File: src/rtl/alu_pkg.sv
// alu_pkg: shared encodings for the execute ALU and its issue controller.
//   - 10-bit ALU opcodes {funct3, opcode[6:0]} as consumed by the ALU
//   - major opcode (op7) constants and the M-extension funct7 value
//   - op_class_t: how the issue controller sequences an instruction
//   - state_t: issue controller states
package alu_pkg;

    // Major opcodes (instruction[6:0])
    localparam logic [6:0] OP            = 7'b0110011;
    localparam logic [6:0] OP32          = 7'b0111011;
    localparam logic [6:0] SYSTEM        = 7'b1110011;

    localparam logic [6:0] FUNCT7_MULDIV = 7'b0000001;

    // Register-register ALU ops (funct7 distinguishes ADD/SUB, SRL/SRA)
    localparam logic [9:0] OPC_ADD    = 10'h033;
    localparam logic [9:0] OPC_SLL    = 10'h0b3;
    localparam logic [9:0] OPC_SLT    = 10'h133;
    localparam logic [9:0] OPC_SLTU   = 10'h1b3;
    localparam logic [9:0] OPC_XOR    = 10'h233;
    localparam logic [9:0] OPC_SRL    = 10'h2b3;
    localparam logic [9:0] OPC_OR     = 10'h333;
    localparam logic [9:0] OPC_AND    = 10'h3b3;

    // Register-immediate ALU ops
    localparam logic [9:0] OPC_ADDI   = 10'h013;
    localparam logic [9:0] OPC_SLLI   = 10'h093;
    localparam logic [9:0] OPC_SLTI   = 10'h113;
    localparam logic [9:0] OPC_SLTIU  = 10'h193;
    localparam logic [9:0] OPC_XORI   = 10'h213;
    localparam logic [9:0] OPC_SRLI   = 10'h293;
    localparam logic [9:0] OPC_ORI    = 10'h313;
    localparam logic [9:0] OPC_ANDI   = 10'h393;

    // M extension (with funct7 = FUNCT7_MULDIV)
    localparam logic [9:0] OPC_MUL    = 10'h033;
    localparam logic [9:0] OPC_MULH   = 10'h0b3;
    localparam logic [9:0] OPC_MULHSU = 10'h133;
    localparam logic [9:0] OPC_MULHU  = 10'h1b3;
    localparam logic [9:0] OPC_DIV    = 10'h233;
    localparam logic [9:0] OPC_DIVU   = 10'h2b3;
    localparam logic [9:0] OPC_REM    = 10'h333;
    localparam logic [9:0] OPC_REMU   = 10'h3b3;
    localparam logic [9:0] OPC_MULW   = 10'h03b;
    localparam logic [9:0] OPC_DIVW   = 10'h23b;
    localparam logic [9:0] OPC_DIVUW  = 10'h2bb;
    localparam logic [9:0] OPC_REMW   = 10'h33b;
    localparam logic [9:0] OPC_REMUW  = 10'h3bb;

    // SYSTEM, funct3 = 0; imm12 selects ECALL (0) versus EBREAK (1)
    localparam logic [9:0] OPC_ECALL  = 10'h073;

    typedef enum logic [1:0] {
        CLS_ALU,
        CLS_MUL,
        CLS_DIV,
        CLS_ECALL
    } op_class_t;

    typedef enum logic [1:0] {
        ST_IDLE,
        ST_BUSY,
        ST_DONE,
        ST_HALT
    } state_t;

    // True for any OP/OP32 encoding carrying the M-extension funct7
    function automatic logic is_muldiv(input logic [6:0] op7, input logic [6:0] funct7);
        return ((op7 == OP) || (op7 == OP32)) && (funct7 == FUNCT7_MULDIV);
    endfunction

endpackage

File: src/rtl/alu_op_classify.sv
// alu_op_classify: purely combinational instruction classifier, shared with
// decode.
//   opcode  in  10  {funct3, opcode[6:0]}
//   funct7  in  7   instruction[31:25]
//   imm12   in  12  instruction[31:20]
//   op_class out    CLS_MUL / CLS_DIV for M-extension ops (funct3 bit 2 splits
//                   multiply from divide/remainder), CLS_ECALL for ECALL,
//                   CLS_ALU otherwise
module alu_op_classify
    import alu_pkg::*;
(
    input  logic [9:0]  opcode,
    input  logic [6:0]  funct7,
    input  logic [11:0] imm12,
    output op_class_t   op_class
);

    logic [6:0] op7;
    logic [2:0] funct3;

    assign op7    = opcode[6:0];
    assign funct3 = opcode[9:7];

    always_comb begin
        op_class = CLS_ALU;
        if (is_muldiv(op7, funct7)) begin
            op_class = funct3[2] ? CLS_DIV : CLS_MUL;
        end else if ((opcode == OPC_ECALL) && (imm12 == '0)) begin
            op_class = CLS_ECALL;
        end
    end

endmodule

File: src/rtl/alu_issue_ctrl.sv
// alu_issue_ctrl: issue/sequencing controller between decode and the ALU.
// One instruction in flight at a time. Single-cycle ops complete the cycle
// after accept; multiply/divide hold the pipeline for MUL_LAT/DIV_LAT cycles.
// ECALL drains and then halts issue until a flush.
//   clk, reset        clock, asynchronous active-high reset
//   in_valid/in_ready decode handshake (in_ready is combinational)
//   in_opcode, in_funct7, in_imm12, in_rd   decoded instruction fields
//   flush             redirect; kills the in-flight op, highest priority
//   out_valid/out_ready writeback handshake; out_rd, out_ecall qualify it
//   alu_issue         operands launched into the ALU this cycle
//   busy_rd, busy_rd_valid  in-flight destination for hazard checks
module alu_issue_ctrl
    import alu_pkg::*;
#(
    parameter int MUL_LAT = 4,
    parameter int DIV_LAT = 34,
    parameter int CNT_W   = 6
) (
    input  logic        clk,
    input  logic        reset,
    input  logic        in_valid,
    output logic        in_ready,
    input  logic [9:0]  in_opcode,
    input  logic [6:0]  in_funct7,
    input  logic [11:0] in_imm12,
    input  logic [4:0]  in_rd,
    input  logic        flush,
    output logic        out_valid,
    input  logic        out_ready,
    output logic [4:0]  out_rd,
    output logic        out_ecall,
    output logic        alu_issue,
    output logic [4:0]  busy_rd,
    output logic        busy_rd_valid
);

    // Counter preload: one cycle is spent on the accept edge and one on the
    // BUSY->DONE edge, so LAT-2 decrements land out_valid exactly LAT cycles
    // after accept.
    localparam logic [CNT_W-1:0] MUL_CNT = CNT_W'(MUL_LAT - 2);
    localparam logic [CNT_W-1:0] DIV_CNT = CNT_W'(DIV_LAT - 2);

    state_t           state;
    logic [CNT_W-1:0] cnt;
    op_class_t        in_class;
    logic             accept;

    // Next-state values for an accepted instruction
    state_t           issue_state;
    logic [CNT_W-1:0] issue_cnt;
    logic             issue_out_valid;

    alu_op_classify u_classify (
        .opcode   (in_opcode),
        .funct7   (in_funct7),
        .imm12    (in_imm12),
        .op_class (in_class)
    );

    // A completing ECALL never frees the slot, so nothing issues behind it.
    assign in_ready  = ((state == ST_IDLE) ||
                        ((state == ST_DONE) && out_ready && !out_ecall))
                       && !flush && !reset;
    assign accept    = in_valid && in_ready;
    assign alu_issue = accept;

    always_comb begin
        issue_state     = ST_DONE;
        issue_cnt       = '0;
        issue_out_valid = 1'b1;
        case (in_class)
            CLS_MUL: begin
                issue_state     = ST_BUSY;
                issue_cnt       = MUL_CNT;
                issue_out_valid = 1'b0;
            end
            CLS_DIV: begin
                issue_state     = ST_BUSY;
                issue_cnt       = DIV_CNT;
                issue_out_valid = 1'b0;
            end
            default: begin
                issue_state     = ST_DONE;
                issue_cnt       = '0;
                issue_out_valid = 1'b1;
            end
        endcase
    end

    always_ff @(posedge clk or posedge reset) begin
        if (reset) begin
            state         <= ST_IDLE;
            cnt           <= '0;
            out_valid     <= 1'b0;
            out_rd        <= '0;
            out_ecall     <= 1'b0;
            busy_rd       <= '0;
            busy_rd_valid <= 1'b0;
        end else if (flush) begin
            state         <= ST_IDLE;
            cnt           <= '0;
            out_valid     <= 1'b0;
            out_rd        <= '0;
            out_ecall     <= 1'b0;
            busy_rd       <= '0;
            busy_rd_valid <= 1'b0;
        end else begin
            case (state)
                ST_IDLE: begin
                    if (accept) begin
                        state         <= issue_state;
                        cnt           <= issue_cnt;
                        out_valid     <= issue_out_valid;
                        out_rd        <= in_rd;
                        out_ecall     <= (in_class == CLS_ECALL);
                        busy_rd       <= in_rd;
                        busy_rd_valid <= (in_rd != '0);
                    end
                end
                ST_BUSY: begin
                    if (cnt == '0) begin
                        state     <= ST_DONE;
                        out_valid <= 1'b1;
                    end else begin
                        cnt <= cnt - 1'b1;
                    end
                end
                ST_DONE: begin
                    if (out_ready) begin
                        if (accept) begin
                            state         <= issue_state;
                            cnt           <= issue_cnt;
                            out_valid     <= issue_out_valid;
                            out_rd        <= in_rd;
                            out_ecall     <= (in_class == CLS_ECALL);
                            busy_rd       <= in_rd;
                            busy_rd_valid <= (in_rd != '0);
                        end else begin
                            state         <= out_ecall ? ST_HALT : ST_IDLE;
                            out_valid     <= 1'b0;
                            busy_rd       <= '0;
                            busy_rd_valid <= 1'b0;
                        end
                    end
                end
                ST_HALT: begin
                    state <= ST_HALT;
                end
                default: begin
                    state <= ST_IDLE;
                end
            endcase
        end
    end

endmodule

File: config.mk
export PLATFORM = sky130hd
export DESIGN_NAME = alu_issue_ctrl
export DESIGN_NICKNAME = d
export VERILOG_FILES = /design/src/rtl/alu_pkg.sv /design/src/rtl/alu_op_classify.sv /design/src/rtl/alu_issue_ctrl.sv
export SDC_FILE = /design/constraint.sdc
export NUM_CORES = 1
export LEC_CHECK = 0
export BUFFER_PORTS_ARGS = -buffer_cell sky130_fd_sc_hd__buf_2
export CORE_ASPECT_RATIO = 1.5
export CORE_MARGIN = 5
export CORE_UTILIZATION = 47
export CTS_BUF_LIST = sky130_fd_sc_hd__clkbuf_4
export DETAILED_ROUTE_END_ITERATION = 16
export PLACE_DENSITY = 0.79
export SYNTH_ARGS = -nofsm -noshare
export SYNTH_HDL_FRONTEND = slang
export SYNTH_SLANG_ARGS = --single-unit
File: constraint.sdc
create_clock -name clk -period 1.95 [get_ports clk]
set_clock_uncertainty 0.05 [all_clocks]
set_input_delay 0.195 -clock clk [delete_from_list [all_inputs] [get_ports clk]]
set_output_delay 0.195 -clock clk [all_outputs]
set_load 0.05 [all_outputs]
; ---- Yosys cells after proc, flatten, opt, wreduce, memory -nomap -nowiden
; Cells that the tools add are included.
[totals]
register_bits = 21
latch_bits = 0
ram_bits = 0
romBits = 0
inputBits = 39
output_inout_bits = 15
word_cells = 88
n_memories = 0
[op_classes]
n_addsub = 1
n_mul = 0
n_div = 0
magnitude_cmp = 0
eq_ne = 14
shifts = 0
muxes = 42
bitwise_logic = 0
reduce_logical = 24
[ops]
columns = cell, count
row1 = $mux 5, 7
row2 = $mux 6, 4
row3 = $mux 2, 10
row4 = $pmux 5 s2, 2
row5 = $pmux 6 s3, 1
row6 = $eq 7x6->1 const B, 2
row7 = $mux 1, 13
row8 = $logic_not 12->1, 1
row9 = $ne 3x3->1 const B, 4
row10 = $pmux 6 s2, 1
row11 = $eq 10x7->1 const B, 1
row12 = $reduce_and 3->1, 3
row13 = $eq 2x2->1 const B, 4
row14 = $pmux 2 s4, 1
row15 = $eq 7x1->1 const B, 1
row16 = $logic_and 1x1->1, 7
row17 = $logic_not 6->1, 1
row18 = $sub 6x1->6 const B, 1
row19 = $reduce_bool 5->1, 1
row20 = $eq 2x1->1 const B, 2
row21 = $pmux 1 s2, 2
row22 = $reduce_and 4->1, 1
row23 = $reduce_bool 4->1, 1
row24 = $logic_not 1->1, 3
row25 = other kinds (6), 7

; ---- Logic depth before layout (Yosys ltp)
; Gate-level depths: netlist (run 1).
[depth]
ltp_word = 11
depth_mapped = 9
mapped_depth_nobuf = 9

; ---- Cells and area by module
; From an unflattened synthesis (run 1), not the netlist that was laid out.
[hier_totals]
cells_unflattened = 165
area_unflattened_um2 = 1556.5
[by_module_without_submodules]
columns = module, instances, cells_each, area_per_inst_um2, seq_area_each_um2
row1 = alu_issue_ctrl, 1, 151, 1451.4, 525.5
row2 = alu_op_classify, 1, 14, 105.1, 0.0

; ---- Least setup slack after synthesis (run 1)
; OpenSTA, ideal clock, no wires.
[synth_path]
path_kind = register to output
start = register state[0]
end = output port in_ready
arrival_ps = 2150
required_ps = 1705
path_slack_ps = -445
stages_incl_launch_ff = 6
n_path_buf = 0
path_cell_list = dfrtp_1 -> inv_1 -> ha_1 -> and3b_4 -> nor2_1 -> nor3_1
[synth_between]
elab_chain_cells = 6
elab_cells_between_ends = 7
classes_between = 1 x eq/ne / 6 x reduce/logical
[synth_rtl]
columns = element, line_no
row1 = "start, declared", alu_issue_ctrl.sv:43  ; state_t state;
row2 = "start signal, assigned", alu_issue_ctrl.sv:111  ; state <= issue_state;
row3 = "start signal, assigned", alu_issue_ctrl.sv:131  ; state <= issue_state;
row4 = "start signal, assigned", alu_issue_ctrl.sv:139  ; state <= out_ecall ? ST_HALT : ST_IDLE;
row5 = $eq 2x2->1, alu_issue_ctrl.sv:62  ; ((state == ST_DONE) && out_ready && !out_ecall))
row6 = $logic_and 1x1->1 (2 in a row), alu_issue_ctrl.sv:62
row7 = $logic_or 1x1->1 *, alu_issue_ctrl.sv:61  ; assign in_ready = ((state == ST_IDLE) ||
row8 = $logic_and 1x1->1 * (2 in a row), alu_issue_ctrl.sv:63  ; && !flush && !reset;
row9 = "end, declared", alu_issue_ctrl.sv:22  ; output logic in_ready,
; Every way passes the cells marked *; elsewhere a longest branch is shown, timed or not.

; ---- Worst setup path in the final report (run 1)
[layout_path]
start = register state[1]
end = output port in_ready
; Same word-level chain as after synthesis.

==> results of run 1 <==
[cells by family (layout without fill, tap and decap cells)]
family | after synthesis | count (layout)
AND/OR/NAND/NOR | 59 | 59
AO/OA/AOI/OAI | 45 | 45
flip-flops | 21 | 21
multiplexers | 10 | 10
buffers and inverters | 20 | 90
adder cells (fa/ha/maj) | 10 | 10
[layout by cell type (no fill, tap or decap), types with 3 or more instances in the layout]
cell	n
a211oi_1	4
a21o_1	3
a21oi_1	10
a22o_1	5
buf_2	48
buf_4	18
buf_6	5
clkbuf_4	3
dfrtp_1	21
ha_1	7
inv_1	11
mux2_2	6
mux2i_1	4
nand2_1	12
nand4_1	3
nor2_1	8
nor2b_1	8
nor4_1	3
o32ai_1	3
[synth_stat cells, types with 3 or more instances]
cell	n	area share [%]
a211oi_1	4	1.9
a21o_1	3	1.5
a21oi_1	11	3.6
a22o_1	5	2.8
buf_2	3	0.97
dfrtp_1	21	34
ha_1	10	8.1
inv_1	13	3.2
mux2_2	6	4.4
mux2i_1	4	2.6
nand2_1	12	2.9
nand4_1	3	1.2
nor2_1	9	2.2
nor2b_1	8	3.2
nor3_1	4	1.3
nor4_1	5	2.0
o32ai_1	3	1.7
[per-layer routing]
metal | vias to the layer above | wire (um)
met4 | 0 | 131
met2 | 77 | 2410
met5 | - | 0
li1 | 756 | -
met1 | 765 | 1510
met3 | 11 | 347
[final timing paths]
| kind | end | cells after the start | start | slack [ns] |
|---|---|---|---|---|
| max | in_ready | 6 | state[1] | 0.05 |
| min | busy_rd[3] | 2 | in_rd[3] | 0.06 |
| max reg2reg | out_rd[2] | 7 | state[0] | 0.07 |
| min reg2reg | out_rd[2] | 1 | out_rd[2] | 0.47 |
| max in group asynchronous | cnt[5] | 4 | reset | 1.11 |
| min in group asynchronous | state[1] | 3 | reset | 0.27 |
[repair_timing]
action                                  4_1_cts  5_1_grt
gates cloned                                  0        0
pin swaps                                     0        6
endpoints found under the setup margin        5       19
hold buffers                                  1        0
endpoints found under the hold margin        21        0
buffers inserted                              0        1
resized for setup                             4       18
[cell type report]
type	count	area share, %
Timing Repair Buffer	72	20.7
Multi-Input combinational cell	124	48.5
Tap cell	40	2.34
Clock inverter	1	0.234
Inverter	14	2.58
Clock buffer	3	1.06
Sequential cell	21	24.6
[flip-flops by register name (all words and copies together) (netlist names)]
register,count
out_valid,1
out_rd,5
cnt,6
out_ecall,1
state,2
busy_rd_valid,1
busy_rd,5
[metrics by stage]
| step | instances | total power [mW] | area (um^2) |
|---|---|---|---|
| 6_report | 275 | 2.19 | 2130 |
| 5_1_grt | 275 | 2.34 | 2130 |
| 4_1_cts | 274 | 2.10 | 2030 |
| 3_5_place_dp | 269 | 1.87 | 1980 |
| 3_3_place_gp | 269 | 1.84 | 1980 |
| 2_1_floorplan | 165 | 1.46 | 1570 |
[power by group through the flow]
stage	Sequential (mW)	Combinational [mW]	Clock, mW
after floorplan	0.832	0.629	0
after global placement	0.584	1.26	0
after detailed placement	0.586	1.28	0
after CTS	0.578	1.30	0.222
after global routing	0.592	1.49	0.252
final	0.582	1.39	0.221
==> results.cfg, run 1 <==
[critical_path]
start_kind = flop
cp_slowest_cell = dfrtp_1
cp_slowest_stage_delay_ns = 0.44
worst-path-buf-inv = 3
crit_path_max_fanout = 8
arrival_ns = 1.66
worstPathCellList = inv_1 > ha_2 > buf_4 > nor2_1 > nor3_2 > buf_6
cpLargestDelayFamily = buffers and inverters
endpoint_kind = output port
crit_type = reg -> out
required_ns = 1.70

[pwr]
p_int_mw = 1.16
peakVddDrop_mv = 0.706
switching_share_pct = 47.2
clock_power_share_pct = 10.1
p_sw_mw = 1.03
comb_power_share_pct = 63.3
powerDensity_nw_per_um2 = 1030
leakage_nw = 1.03
seq_power_share_pct = 26.5

[global_route]
track_usage_pct = 19.8
grt_util_met2_pct = 38.5
met1_usage_pct = 19.6
grt_pass1_wl_mm = 7.15
antenna_found_initial = 0
grt_pass1_vias = 1641
grt_start_max_net_pins = 21
grt-ovfl-total = 0
top_usage_layer = met2
grtUsageMet3_pct = 3.54

[placed_design]
place_congestion = 0.836
io_buffers = 53
hpwl_mm = 3.50
preCtsSetupSlack_ns = -0.424

[clocking]
path_clk_slew_ns = 0.13
clock_latency_ns = 0.32
clockBufferDepth = 2
cts_sinks = 21
htreeDepth = 1
cts_made_buffers = 3
cts_tree = yes
cts-root-buf = clkbuf_4

[yosys]
synth_compound_area_share_pct = 22.8
synth_fp_nets = 214
ys_seq_area_share_pct = 34.0
synthAdderAreaFrac_pct = 8.09
ys_seq_elements = 21
synthesis.instances = 165
muxShareOfSynthArea_pct = 6.96
synth_warnings = 0
synthFlopType = dfrtp_1
synth.avg_cell_area_um2 = 9.37
synth_xor_area_share_pct = 0
synthSimpleGateAreaFrac_pct = 22.2
synth_edf_count = 0
ys_types = 50
synth_top_family_by_area = compound AO/OA/AOI/OAI gates
postSynth.asyncResetShare_pct = 100
syn_area_um2 = 1550

[floorplan]
dieHeight_um = 80.3
start_util_pct = 49.0
die_x_um = 56.8
core_um2 = 3160
rows = 25
ios = 54
die_area_um2 = 4560

[cells_and_area]
fin_nets = 285
syn2layout_area_growth_pct = 38.0
ff_latch_area_um2 = 526
drive_above_1_share_pct = 44.3
multi_input_area_um2 = 1030
nFillCells = 269
antenna-diode-count = 0
fin_util_pct = 67.6

[sta]
worstMarginPinSlew_ns = 0.335
setup_viol = 0
fin_crit_sh_pct = 97.5
fin_ws_ns = 0.0492
drv_slew = 0
fin_crit_ns = 1.90
fmax_mhz = 526
hold_viol = 0
relSlewSlack_pct = 77.6
rsz0062_at_grt = true
tns_ns = 0
hold_ws_ns = 0.0647

[min_path]
hp-class = in -> reg

[routing]
first_iter_violations = 47
drt-pass1-iter-count = 4
drtAntennaViolNets = 0
drcViolationCount = 0
vias_per_cell = 5.85
route.vias.total = 1609
routed_wl_mm = 4.39
drt-wirelength-per-cell_um = 16.0

[flow_run]
drv_cap = 0

[run_status]
outcome = complete, no violations
Power figures use the tool's default switching activity.
==> run 2: changes to the inputs <==
CORE_UTILIZATION = 45   (was 47)
CTS_BUF_LIST = sky130_fd_sc_hd__clkbuf_4 sky130_fd_sc_hd__clkbuf_8 sky130_fd_sc_hd__clkbuf_16   (was sky130_fd_sc_hd__clkbuf_4)
PLACE_DENSITY = 0.76   (was 0.79)
==> run 2 against run 1 <==
First-iteration DRC count is the same. Highest routed layer unchanged. Sequential cell count is the same. Cell area grew 3.7%. Sequential power is essentially flat. Utilization shrank 1.5 points. Clock power grew 36%. Largest cell class unchanged. Via count shrank 2.7%. Total power grew 3.2%. Setup slack lost 0.043 ns.
==> results.cfg, run 2 (synthesis gave the netlist of run 1 again) <==
[critical_path]
cp_slowest_stage_delay_ns = 0.37
required_ns = 2.06
arrival_ns = 2.05
cp_slowest_cell = a2111o_1
crit_type = in -> reg
start_kind = primary input
crit_path_max_fanout = 4
cp-startpoint = in_opcode[7]
worstPathCellList = buf_6 > nor4b_4 > nand4_1 > nor3_4 > a21o_1 > ha_4 > o21bai_1 > o32ai_1 > a2111o_1 > a31o_1
endpoint_kind = flop
reg2reg_from = state[1]

[routing]
drcViolationCount = 0
route.vias.total = 1566
routed_wl_mm = 4.47
vias_per_cell = 5.63
drt-pass1-iter-count = 4
first_iter_violations = 47
drtAntennaViolNets = 0
drt-wirelength-per-cell_um = 16.1

[sta]
fin_ws_ns = 0.00606
fin_crit_sh_pct = 99.7
fin_crit_ns = 1.94
setup_viol = 0
hold_viol = 0
drv_slew = 0
tns_ns = 0
relSlewSlack_pct = 65.1
worstMarginPinSlew_ns = 0.523
fmax_mhz = 514
rsz0062_at_grt = true

[placed_design]
io_buffers = 53
preCtsSetupSlack_ns = -0.363
place_congestion = 0.894
dp_cells = 268
hpwl_mm = 3.34

[global_route]
antenna_found_initial = 1
grt_start_max_net_pins = 20
grt-ovfl-total = 0
grt_pass1_vias = 1628
grt_pass1_wl_mm = 7.00
track_usage_pct = 18.7

[clocking]
path_clk_slew_ns = 0.08
clock_latency_ns = 0.26
clockBufferDepth = 2
htreeDepth = 1
cts-root-buf = clkbuf_8
cts_made_buffers = 3
cts_sinks = 21
cts_tree = yes

[min_path]
min-delay-start = in_rd[0]
hp-class = in -> reg

[floorplan]
core_um2 = 3350
dieHeight_um = 81.8
die_x_um = 57.9
die_area_um2 = 4730
ios = 54
rows = 26
start_util_pct = 46.2

[run_status]
outcome = complete, no violations

[cells_and_area]
syn2layout_area_growth_pct = 43.1
final_common_cell = buf_2
ff_latch_area_um2 = 526
largest_reg_flops = 6
largest-register = cnt
fin_nets = 285
final_cell_mix = buf_2 (47), dfrtp_1 (21), buf_4 (17), inv_1 (12), nand2_1 (12)
drive_above_1_share_pct = 45.1
stdcell_count = 278
nFillCells = 258
multi_input_area_um2 = 1080
reg_top3 = cnt x6, busy_rd x5, out_rd x5

[pwr]
seq_power_share_pct = 25.9
p_int_mw = 1.22
peakVddDrop_mv = 0.755
switching_share_pct = 46.2
comb_power_share_pct = 60.8
p_sw_mw = 1.05
leakage_nw = 1.06
clock_power_share_pct = 13.3
total_power_mw = 2.26
powerDensity_nw_per_um2 = 1020

[flow_run]
drv_cap = 0
==> run 2: final cells by class <==
| class | count | share of cell area [%] |
|---|---|---|
| inverters | 14 | 2.49 |
| repair buffers | 72 | 20.2 |
| flip-flops and latches | 21 | 23.7 |
| multi-input cells | 124 | 48.8 |
| diodes | 1 | 0.113 |
| well taps | 42 | 2.37 |
| clock buffers | 4 | 2.20 |
==> run 2: worst paths after layout <==
check	end	slack, ns	cells after the start
worst max-delay path	state[1]	0.006	10
worst min-delay path	busy_rd[0]	0.13	2
worst max register to register	out_rd[2]	0.03	6
worst min register to register	busy_rd[0]	0.45	1
max in group asynchronous	out_rd[2]	0.77	4
min in group asynchronous	busy_rd_valid	0.54	3
==> run 2: what timing repair did <==
item | in CTS | in global routing
pin swaps | 0 | 7
hold buffers | 1 | 0
setup endpoints to repair | 3 | 19
setup buffers | 0 | 4
gates resized for setup | 3 | 30
hold endpoints to repair | 11 | 0
==> run 2: routing by layer <==
metal  up-vias  part of all wire (%)  track usage, %
met5         -                     0               0
met1       736                    37            18.7
met2        69                    53            37.0
li1        755                     -               -
met3         6                   7.1            2.52
met4         0                   2.0            8.82
==> run 2: power by group through the flow <==
stage | sequential [mW] | combinational [mW] | clock [mW]
after floorplan | 0.832 | 0.629 | 0
after global placement | 0.585 | 1.23 | 0
after detailed placement | 0.587 | 1.24 | 0
after CTS | 0.578 | 1.25 | 0.305
after global routing | 0.599 | 1.46 | 0.323
final | 0.585 | 1.38 | 0.301
==> run 2: critical path: cells and delay by family <==
family          cells  cell delay, ns
compound gates      5            0.95
simple gates        3            0.66
fa+ha+maj           1            0.16
buf+inv             1            0.10
==> run 2: per-stage QoR <==
stage	cell area (um^2)	utilization [%]	hold WS, ns
after global placement	1960	58.4	0.256
after floorplan	1570	-	0.122
after CTS	2040	60.8	0.130
after global routing	2210	66.1	0.137
final	2210	66.1	0.129
after detailed placement	1960	58.4	0.268
==> run 3: changes to the inputs <==
GPL_TIMING_DRIVEN = 0   (was unset)
==> run 3 against run 2 <==
The flow now finishes with violations (setup timing). Setup slack got worse by 0.010 ns. Register-to-register slack worse by 0.03 ns. Wire length fell by 4.7%. Sequential power hardly changed. Die area stayed put. Total power decreased by 0.59%.
==> results.cfg, run 3 (synthesis gave the netlist of run 1 again) <==
[routing]
drtAntennaViolNets = 0
first_iter_violations = 48
route.vias.total = 1558
vias_per_cell = 5.69
drcViolationCount = 0
routed_wl_mm = 4.26
drt-pass1-iter-count = 4
drt-wirelength-per-cell_um = 15.6

[sta]
relSlewSlack_pct = 45.1
fmax_mhz = 512
rsz0062_at_grt = true
fin_crit_ns = 1.95
setup_viol = 1
tns_ns = -0.00406
worstMarginPinSlew_ns = 0.823
fin_crit_sh_pct = 100
drv_slew = 0
fin_ws_ns = -0.00406
hold_viol = 0

[critical_path]
cp-startpoint = state[1]
required_ns = 2.05
reg2reg_from = state[1]
cp_slowest_stage_delay_ns = 0.43
cpLargestDelayFamily = compound AO/OA/AOI/OAI gates
worst-path-buf-inv = 3
arrival_ns = 2.05
worstPathCellList = inv_2 > ha_1 > clkbuf_4 > o21ai_4 > inv_4 > a31oi_4 > mux2_2
start_kind = flop
crit_type = reg -> reg
endpoint_kind = flop
crit_path_max_fanout = 10
rrSetupSlack_ns = -0.004
cp_slowest_cell = dfrtp_1

[cells_and_area]
final_cell_mix = buf_2 (46), dfrtp_1 (21), buf_4 (12), nand2_1 (12)
syn2layout_area_growth_pct = 43.5
largest_reg_flops = 6
reg_top3 = cnt x6, busy_rd x5, out_rd x5
largest-register = cnt
final_common_cell = buf_2
design_area_um2 = 2220
fin_nets = 282
drive_above_1_share_pct = 47.0
antenna-diode-count = 0
nFillCells = 258

[global_route]
antenna_found_initial = 0
grt_pass1_vias = 1585
track_usage_pct = 18.4
grt_pass1_wl_mm = 6.87
grt-ovfl-total = 0
grt_start_max_net_pins = 22

[pwr]
switching_share_pct = 46.4
p_int_mw = 1.20
comb_power_share_pct = 60.8
p_sw_mw = 1.04
seq_power_share_pct = 26.0
leakage_nw = 1.05
clock_power_share_pct = 13.3
peakVddDrop_mv = 0.945
powerDensity_nw_per_um2 = 1010
total_power_mw = 2.25

[run_status]
outcome = finished with violations
violations = setup timing

[floorplan]
ios = 54
dieHeight_um = 81.8
rows = 26
die_area_um2 = 4730
die_x_um = 57.9
core_um2 = 3350
start_util_pct = 46.2

[clocking]
cts_sinks = 21
clockBufferDepth = 2
hold_buffers = 0
cts_made_buffers = 3
clock_latency_ns = 0.26
cts-root-buf = clkbuf_8
cts_tree = yes
htreeDepth = 1
path_clk_slew_ns = 0.08

[flow_run]
drv_cap = 0

[placed_design]
place_congestion = 0.844
preCtsSetupSlack_ns = -0.386
dpl_cell_area_um2 = 1890
hpwl_mm = 3.07
io_buffers = 52

[min_path]
hp-class = in -> async
[run 3: changes by cell type in the layout (fill, tap and decap cells not counted), moves of 2 or more]
cell and delta:
mux2_4 -2, inv_1 -2, buf_6 +3, mux2_2 +2, buf_4 -5
[run 3: worst paths after layout]
path / to / cells past startpoint
max reg2reg: out_rd[3] / 7
min in group clk: busy_rd[2] / 2
min reg2reg: busy_rd[2] / 1
max in group asynchronous: cnt[1] / 2
max: out_rd[3] / 7
min: busy_rd[0] / 2
[run 3: layout make-up]
type                            instances  area (um^2)  area share [%]
Inverter                               14         57.6            2.59
Sequential cell                        21          526            23.7
Multi-Input combinational cell        124         1100            49.5
Timing Repair Buffer                   63          393            17.7
Buffer                                  6         43.8            1.97
Tap cell                               42         52.6            2.37
Clock buffer                            4         48.8            2.20
[run 3: power groups by stage]
| stage | sequential, mW | clock (mW) | combinational (mW) |
|---|---|---|---|
| after floorplan | 0.832 | 0 | 0.629 |
| after global placement | 0.590 | 0 | 1.11 |
| after detailed placement | 0.590 | 0 | 1.12 |
| after CTS | 0.581 | 0.309 | 1.20 |
| after global routing | 0.596 | 0.329 | 1.47 |
| final | 0.584 | 0.298 | 1.37 |
[run 3: what timing repair did]
item | in CTS | in global routing
setup buffers | 7 | 4
setup endpoints to repair | 19 | 21
pin swaps | 5 | 7
gates resized for setup | 18 | 23
[run 3: stage by stage]
step | hold WS [ns] | std cells | utilization (%)
after detailed placement | 0.398 | 259 | 56.3
after floorplan | 0.122 | 165 | -
after global placement | 0.396 | 259 | 56.3
final | 0.0863 | 274 | 66.2
after CTS | 0.119 | 270 | 62.0
after global routing | 0.129 | 274 | 66.2
[run 3: routing by layer]
metal  track usage (%)  share of wire [%]
met4              7.42                2.1
met3              3.77                6.4
met5                 0                  0
met1              19.4                 39
met2              35.0                 53
